[config.mk]
export PLATFORM = sky130hd
export DESIGN_NAME = rca_seq_adder_ctrl
export DESIGN_NICKNAME = d
export VERILOG_FILES = /design/src/rtl/rca_seq_adder_ctrl.sv
export SDC_FILE = /design/constraint.sdc
export NUM_CORES = 1
export LEC_CHECK = 0
export BUFFER_PORTS_ARGS = -buffer_cell sky130_fd_sc_hd__buf_2
export CAP_MARGIN = 25
export CORE_UTILIZATION = 35
export CTS_BUF_LIST = sky130_fd_sc_hd__clkbuf_8
export DETAILED_ROUTE_END_ITERATION = 8
export PLACE_DENSITY = 0.55
export SLEW_MARGIN = 5
export SYNTH_ARGS = -nofsm -noshare
export SYNTH_HDL_FRONTEND = slang
export SYNTH_SLANG_ARGS = --single-unit
[constraint.sdc]
create_clock -name clk -period 5.5 [get_ports clk]
set_input_delay 0.55 -clock clk [delete_from_list [all_inputs] [get_ports clk]]
set_output_delay 0.55 -clock clk [all_outputs]
set_load 0.02 [all_outputs]
[src/rtl/rca_seq_adder_ctrl.sv]
// Word-serial add/subtract sequencer.
// A single 4-bit ripple-carry slice (rca4) is time-shared across the operand
// width, one nibble per clock, LSB nibble first, with the inter-nibble carry
// held in a register. Operands and results use valid/ready handshakes.

// 4-bit ripple-carry adder slice.
module rca4 (
    input  logic [3:0] a,
    input  logic [3:0] b,
    input  logic       cin,
    output logic [3:0] s,
    output logic       cout
);

    logic [4:0] c;

    // Ripple the carry through four full adders.
    always_comb begin
        c    = '0;
        s    = '0;
        c[0] = cin;
        for (int i = 0; i < 4; i++) begin
            s[i]     = a[i] ^ b[i] ^ c[i];
            c[i + 1] = (a[i] & b[i]) | (c[i] & (a[i] ^ b[i]));
        end
        cout = c[4];
    end

endmodule

module rca_seq_adder_ctrl #(
    parameter int WIDTH = 16
) (
    input  logic             clk,
    input  logic             rst_n,
    input  logic             in_valid,
    output logic             in_ready,
    input  logic [WIDTH-1:0] op_a,
    input  logic [WIDTH-1:0] op_b,
    input  logic             sub,
    output logic             out_valid,
    input  logic             out_ready,
    output logic [WIDTH-1:0] result,
    output logic             carry_out,
    output logic             overflow,
    output logic             busy
);

    localparam int NSLICE = WIDTH / 4;
    localparam int IDX_W  = (NSLICE > 1) ? $clog2(NSLICE) : 1;

    typedef enum logic [1:0] {
        S_IDLE,
        S_RUN,
        S_DONE
    } state_t;

    state_t                  state_q,     state_d;
    logic [NSLICE-1:0][3:0]  op_a_q,      op_a_d;
    logic [NSLICE-1:0][3:0]  op_b_q,      op_b_d;
    logic [NSLICE-1:0][3:0]  result_q,    result_d;
    logic [IDX_W-1:0]        idx_q,       idx_d;
    logic                    carry_q,     carry_d;
    logic                    carry_out_q, carry_out_d;
    logic                    overflow_q,  overflow_d;
    logic                    in_ready_q,  in_ready_d;
    logic                    out_valid_q, out_valid_d;
    logic                    busy_q,      busy_d;

    logic [3:0] slice_a;
    logic [3:0] slice_b;
    logic [3:0] slice_s;
    logic       slice_cout;

    // Two's-complement overflow: operands agree in sign, sum disagrees.
    // b_msb is the sign of the B actually added (already inverted for sub).
    function automatic logic signed_ovf(input logic a_msb, input logic b_msb,
                                        input logic s_msb);
        return (a_msb == b_msb) && (s_msb != a_msb);
    endfunction

    assign slice_a = op_a_q[idx_q];
    assign slice_b = op_b_q[idx_q];

    rca4 u_rca4 (
        .a    (slice_a),
        .b    (slice_b),
        .cin  (carry_q),
        .s    (slice_s),
        .cout (slice_cout)
    );

    // Next-state and next-output decode for the sequencer.
    always_comb begin
        state_d     = state_q;
        op_a_d      = op_a_q;
        op_b_d      = op_b_q;
        result_d    = result_q;
        idx_d       = idx_q;
        carry_d     = carry_q;
        carry_out_d = carry_out_q;
        overflow_d  = overflow_q;
        in_ready_d  = in_ready_q;
        out_valid_d = out_valid_q;
        busy_d      = busy_q;

        unique case (state_q)
            S_IDLE: begin
                if (in_valid && in_ready_q) begin
                    // Subtraction is A + ~B + 1: invert B, seed carry with 1.
                    op_a_d     = op_a;
                    op_b_d     = sub ? ~op_b : op_b;
                    carry_d    = sub;
                    idx_d      = '0;
                    state_d    = S_RUN;
                    in_ready_d = 1'b0;
                    busy_d     = 1'b1;
                end
            end
            S_RUN: begin
                result_d[idx_q] = slice_s;
                carry_d         = slice_cout;
                idx_d           = idx_q + 1'b1;
                if (idx_q == IDX_W'(NSLICE - 1)) begin
                    carry_out_d = slice_cout;
                    overflow_d  = signed_ovf(op_a_q[NSLICE-1][3],
                                             op_b_q[NSLICE-1][3], slice_s[3]);
                    idx_d       = '0;
                    state_d     = S_DONE;
                    out_valid_d = 1'b1;
                end
            end
            S_DONE: begin
                if (out_ready) begin
                    state_d     = S_IDLE;
                    out_valid_d = 1'b0;
                    in_ready_d  = 1'b1;
                    busy_d      = 1'b0;
                end
            end
            default: begin
                state_d     = S_IDLE;
                out_valid_d = 1'b0;
                in_ready_d  = 1'b1;
                busy_d      = 1'b0;
            end
        endcase
    end

    // State and registered outputs; reset discards any operation in flight.
    always_ff @(posedge clk) begin
        if (!rst_n) begin
            state_q     <= S_IDLE;
            op_a_q      <= '0;
            op_b_q      <= '0;
            result_q    <= '0;
            idx_q       <= '0;
            carry_q     <= 1'b0;
            carry_out_q <= 1'b0;
            overflow_q  <= 1'b0;
            in_ready_q  <= 1'b1;
            out_valid_q <= 1'b0;
            busy_q      <= 1'b0;
        end else begin
            state_q     <= state_d;
            op_a_q      <= op_a_d;
            op_b_q      <= op_b_d;
            result_q    <= result_d;
            idx_q       <= idx_d;
            carry_q     <= carry_d;
            carry_out_q <= carry_out_d;
            overflow_q  <= overflow_d;
            in_ready_q  <= in_ready_d;
            out_valid_q <= out_valid_d;
            busy_q      <= busy_d;
        end
    end

    assign in_ready  = in_ready_q;
    assign out_valid = out_valid_q;
    assign result    = result_q;
    assign carry_out = carry_out_q;
    assign overflow  = overflow_q;
    assign busy      = busy_q;

endmodule

==> flow_metrics.env <==
export IMPL_seq_area_frac_synth_pct=41.7
export IMPL_swShare_pct=23.6
export IMPL_p_leak_nw=1.57
export IMPL_worst_pin_slew_ns=0.931
export IMPL_core_area_um2=7690
export IMPL_drv_slew=0
export IMPL_ios=58
export IMPL_crit_fanout=13
export IMPL_grt_usage_pct=14.5
export IMPL_hpwlAfterDp_mm=3.78
export IMPL_grt_pass1_wl_mm=9.24
export IMPL_drive_gt1_share_pct=25.8
export IMPL_path_cells="mux4_2, fa_1, inv_1, fa_1, inv_1, fa_1, inv_1, fa_1, or3_1, a31oi_1"
export IMPL_die_area_um2=8310
export IMPL_synth_compound_area_share_pct=16.4
export IMPL_htree_levels=3
export IMPL_ir_worst_vdd_v=0.000117
export IMPL_cts_resized_gates=0
export IMPL_fill_cells=811
export IMPL_synthMuxAreaShare_pct=9.76
export IMPL_syn_avg_cell_area_um2=10.2
export IMPL_final_nets=362
export IMPL_clkSlewWorstSetupHoldPaths_ns=0.06
export IMPL_setup_viol=0
export IMPL_hold_viol_final=0
export IMPL_rsz0062_at_grt="no"
export IMPL_numClockSinks=58
export IMPL_hold_path_depth=3
export IMPL_dr_pass1_iters=4
export IMPL_cts_hold_buffers_added=0
export IMPL_antenna_found_initial=0
export IMPL_syn_num_nets=317
export IMPL_power_frac_clock_pct=44.7
export IMPL_synth_xor_area_share_pct=5.04
export IMPL_synth_fa_ha_area_share_pct=4.68
export IMPL_drcViolationCount=0
export IMPL_drtAntennaViolNets=0
export IMPL_crit_type="reg2reg"
export IMPL_power_net_switching_mw=0.259
export IMPL_crit_top_cell="fa_1"
export IMPL_post_cts_setup_buffer_count=0
export IMPL_status="finished clean"
export IMPL_cts_root_buffer="clkbuf_8"
export IMPL_post_drt_wl_per_cell_um=12.7
export IMPL_final_setup_tns_ns=0
export IMPL_synth_simple_area_share_pct=14.8
export IMPL_crit_arrival_ns=3.76
export IMPL_place_area_um2=3030
export IMPL_clock_path_buffers=2
export IMPL_setup_worst_path_end_class="register"
export IMPL_vias_per_cell=4.75
export IMPL_slew_headroom_pct=38.0
export IMPL_grt_overflow=0
export IMPL_antenna_cells=0
export IMPL_port_buffers=57
export IMPL_start_util_pct=36.2
export IMPL_pre_cts_ws_ns=1.96
export IMPL_fin_ws_ns=2.01
export IMPL_vias=2014
export IMPL_rows=32
export IMPL_gp_congestion=0.734
export IMPL_seqPwrFrac_pct=42.6
export IMPL_cp_start_kind="register"
export IMPL_wirelength_mm=5.37
export IMPL_max_freq_ghz=0.287
export IMPL_synth_top_family_by_area="compound AO/OA/AOI/OAI gates"
export IMPL_slowest_delay_ns=0.71
export IMPL_cp_required_ns=5.77
export IMPL_min_period_ns=3.49
export IMPL_whs_ns=0.442
export IMPL_grt_max_degree=59
export IMPL_power_density_nw_per_um2=335
export IMPL_clock_skew_ns=0.00926
export IMPL_final_period_utilization_pct=63.4
export IMPL_drv_cap=0
export IMPL_ff2ff_setup_slack_ns=2.01
export IMPL_area_growth_pct=17.9
export IMPL_power_frac_comb_pct=12.7
export IMPL_die_w_um=91.1
export IMPL_cts_tree="yes"
export IMPL_hp_class="in2reg"
export IMPL_synthCells=272
export IMPL_die_h_um=91.1
export IMPL_internal_power_mw=0.838
export IMPL_slowest_stage="dfxtp_1"
export IMPL_yosys_warnings=0
export IMPL_synth_distinct_cells=36
export IMPL_ys_ff_latch=58
export IMPL_r2r_cells=10
export IMPL_worstSkewPairLatency_ns=0.34
export IMPL_drt_iter0_markers=94
export IMPL_fin_area_um2=3280
export IMPL_grt_pass1_vias=1920
export IMPL_numCtsBuffers=9
export IMPL_syn_area_um2=2780
## path summary, 6_finish.rpt
path	from	end
hold reg to reg	op_a_q[9]$_SDFFE_PN0P_	op_a_q[9]$_SDFFE_PN0P_
setup reg to reg	idx_q[0]$_SDFFE_PN0P_	overflow$_SDFFE_PN0P_
hold / removal	op_a[3]	op_a_q[3]$_SDFFE_PN0P_
setup / recovery	idx_q[0]$_SDFFE_PN0P_	overflow$_SDFFE_PN0P_
## layout by cell type (no fill, tap or decap), types with 2 or more instances in the layout
cell       instances
mux4_2             8
nor2b_1           10
fa_1               4
mux2i_1            8
bufinv_16          3
a31oi_1            2
a21boi_1          17
xnor2_1           16
buf_2             57
and3b_1            3
nand3_1            3
o21ai_0            2
a21oi_1            3
nand2b_1           2
o211a_1           26
dfxtp_1           58
clkbuf_8          11
inv_1             10
nand2_1           58
ha_1               4
## registers in the layout (all words and copies together), names as in the netlist
signal     count
result        16
in_ready       1
busy           1
overflow       1
op_a_q        16
idx_q          2
out_valid      1
carry_out      1
carry_q        1
state_q        2
op_b_q        16
## worst max-delay path, delay by kind of cell, from the launching register on
kind / cells / cell delay, ns
adder cells (fa/ha/maj): 4 / 1.40
flip-flops: 1 / 0.71
multiplexers: 1 / 0.60
AND/OR/NAND/NOR: 1 / 0.34
buffers and inverters: 3 / 0.20
AO/OA/AOI/OAI: 1 / 0.16
## metal layers
metal | GRT usage (%) | part of all wire (%) | vias up | wire length (µm)
li1 | - | - | 1022 | -
met3 | 5.78 | 5.3 | 11 | 286
met5 | 0 | 0 | - | 0
met2 | 22.3 | 44 | 50 | 2380
met4 | 5.16 | 1.6 | 0 | 87
met1 | 18.4 | 49 | 931 | 2620
## cells by family (layout without fill, tap and decap cells)
group                    count (synthesis)  after routing
AO/OA/AOI/OAI                           54             54
XOR/XNOR                                16             16
adder cells (fa/ha/maj)                  8              8
buffers and inverters                   33             83
flip-flops                              58             58
multiplexers                            17             17
AND/OR/NAND/NOR                         86             86
## power groups by stage
| stage | Combinational (mW) | Clock (mW) | Sequential [mW] |
|---|---|---|---|
| CTS | 0.142 | 0.504 | 0.468 |
| global placement | 0.140 | 0 | 0.478 |
| finish | 0.139 | 0.490 | 0.468 |
| global route | 0.157 | 0.523 | 0.472 |
| floorplan | 0.113 | 0 | 0.474 |
| detailed placement | 0.142 | 0 | 0.478 |
## synthesized netlist by cell type
cell | n | area, µm²
mux2_2 | 1 | 11.3
mux4_2 | 8 | 180
nand2_1 | 58 | 218
nand4bb_1 | 1 | 11.3
fa_1 | 4 | 80.1
ha_1 | 4 | 50.1
buf_2 | 6 | 30.0
nand3b_1 | 1 | 7.51
nor3b_1 | 1 | 7.51
nor4b_1 | 1 | 8.76
and3b_1 | 3 | 26.3
o21ai_1 | 1 | 5.00
mux2i_1 | 8 | 80.1
and4bb_1 | 1 | 12.5
buf_6 | 8 | 90.1
nor2b_1 | 10 | 62.6
o211a_1 | 26 | 260
xnor2_1 | 16 | 140
a21oi_1 | 3 | 15.0
a21boi_0 | 1 | 7.51
nand2b_1 | 2 | 12.5
nand3_1 | 3 | 15.0
a21boi_1 | 17 | 128
a31oi_1 | 2 | 12.5
a2bb2oi_1 | 1 | 8.76
or3_1 | 1 | 6.26
nor2_1 | 1 | 3.75
dfxtp_1 | 58 | 1160
o21ai_0 | 2 | 10.0
nor3_1 | 1 | 5.00
and3b_2 | 1 | 10.0
buf_4 | 5 | 37.5
and2_1 | 1 | 6.26
inv_1 | 9 | 33.8
o2bb2ai_1 | 1 | 8.76
clkbuf_1 | 5 | 18.8
## cell type report
cell class	count	area [µm²]	area share [%]
timing repair buffer	58	293	8.93
clock buffer	11	151	4.62
clock inverter	5	101	3.09
inverter	9	33.8	1.03
tap	102	128	3.89
sequential	58	1160	35.4
multi-input combinational	181	1410	43.0
## stage by stage
step                      util, %  cells  total power, mW
after floorplan                 -    272            0.586
after global placement       39.4    408            0.618
after detailed placement     39.4    408            0.620
after CTS                    42.6    424             1.11
after global routing         42.6    424             1.15
final                        42.6    424             1.10
Power figures use the tool's default switching activity.
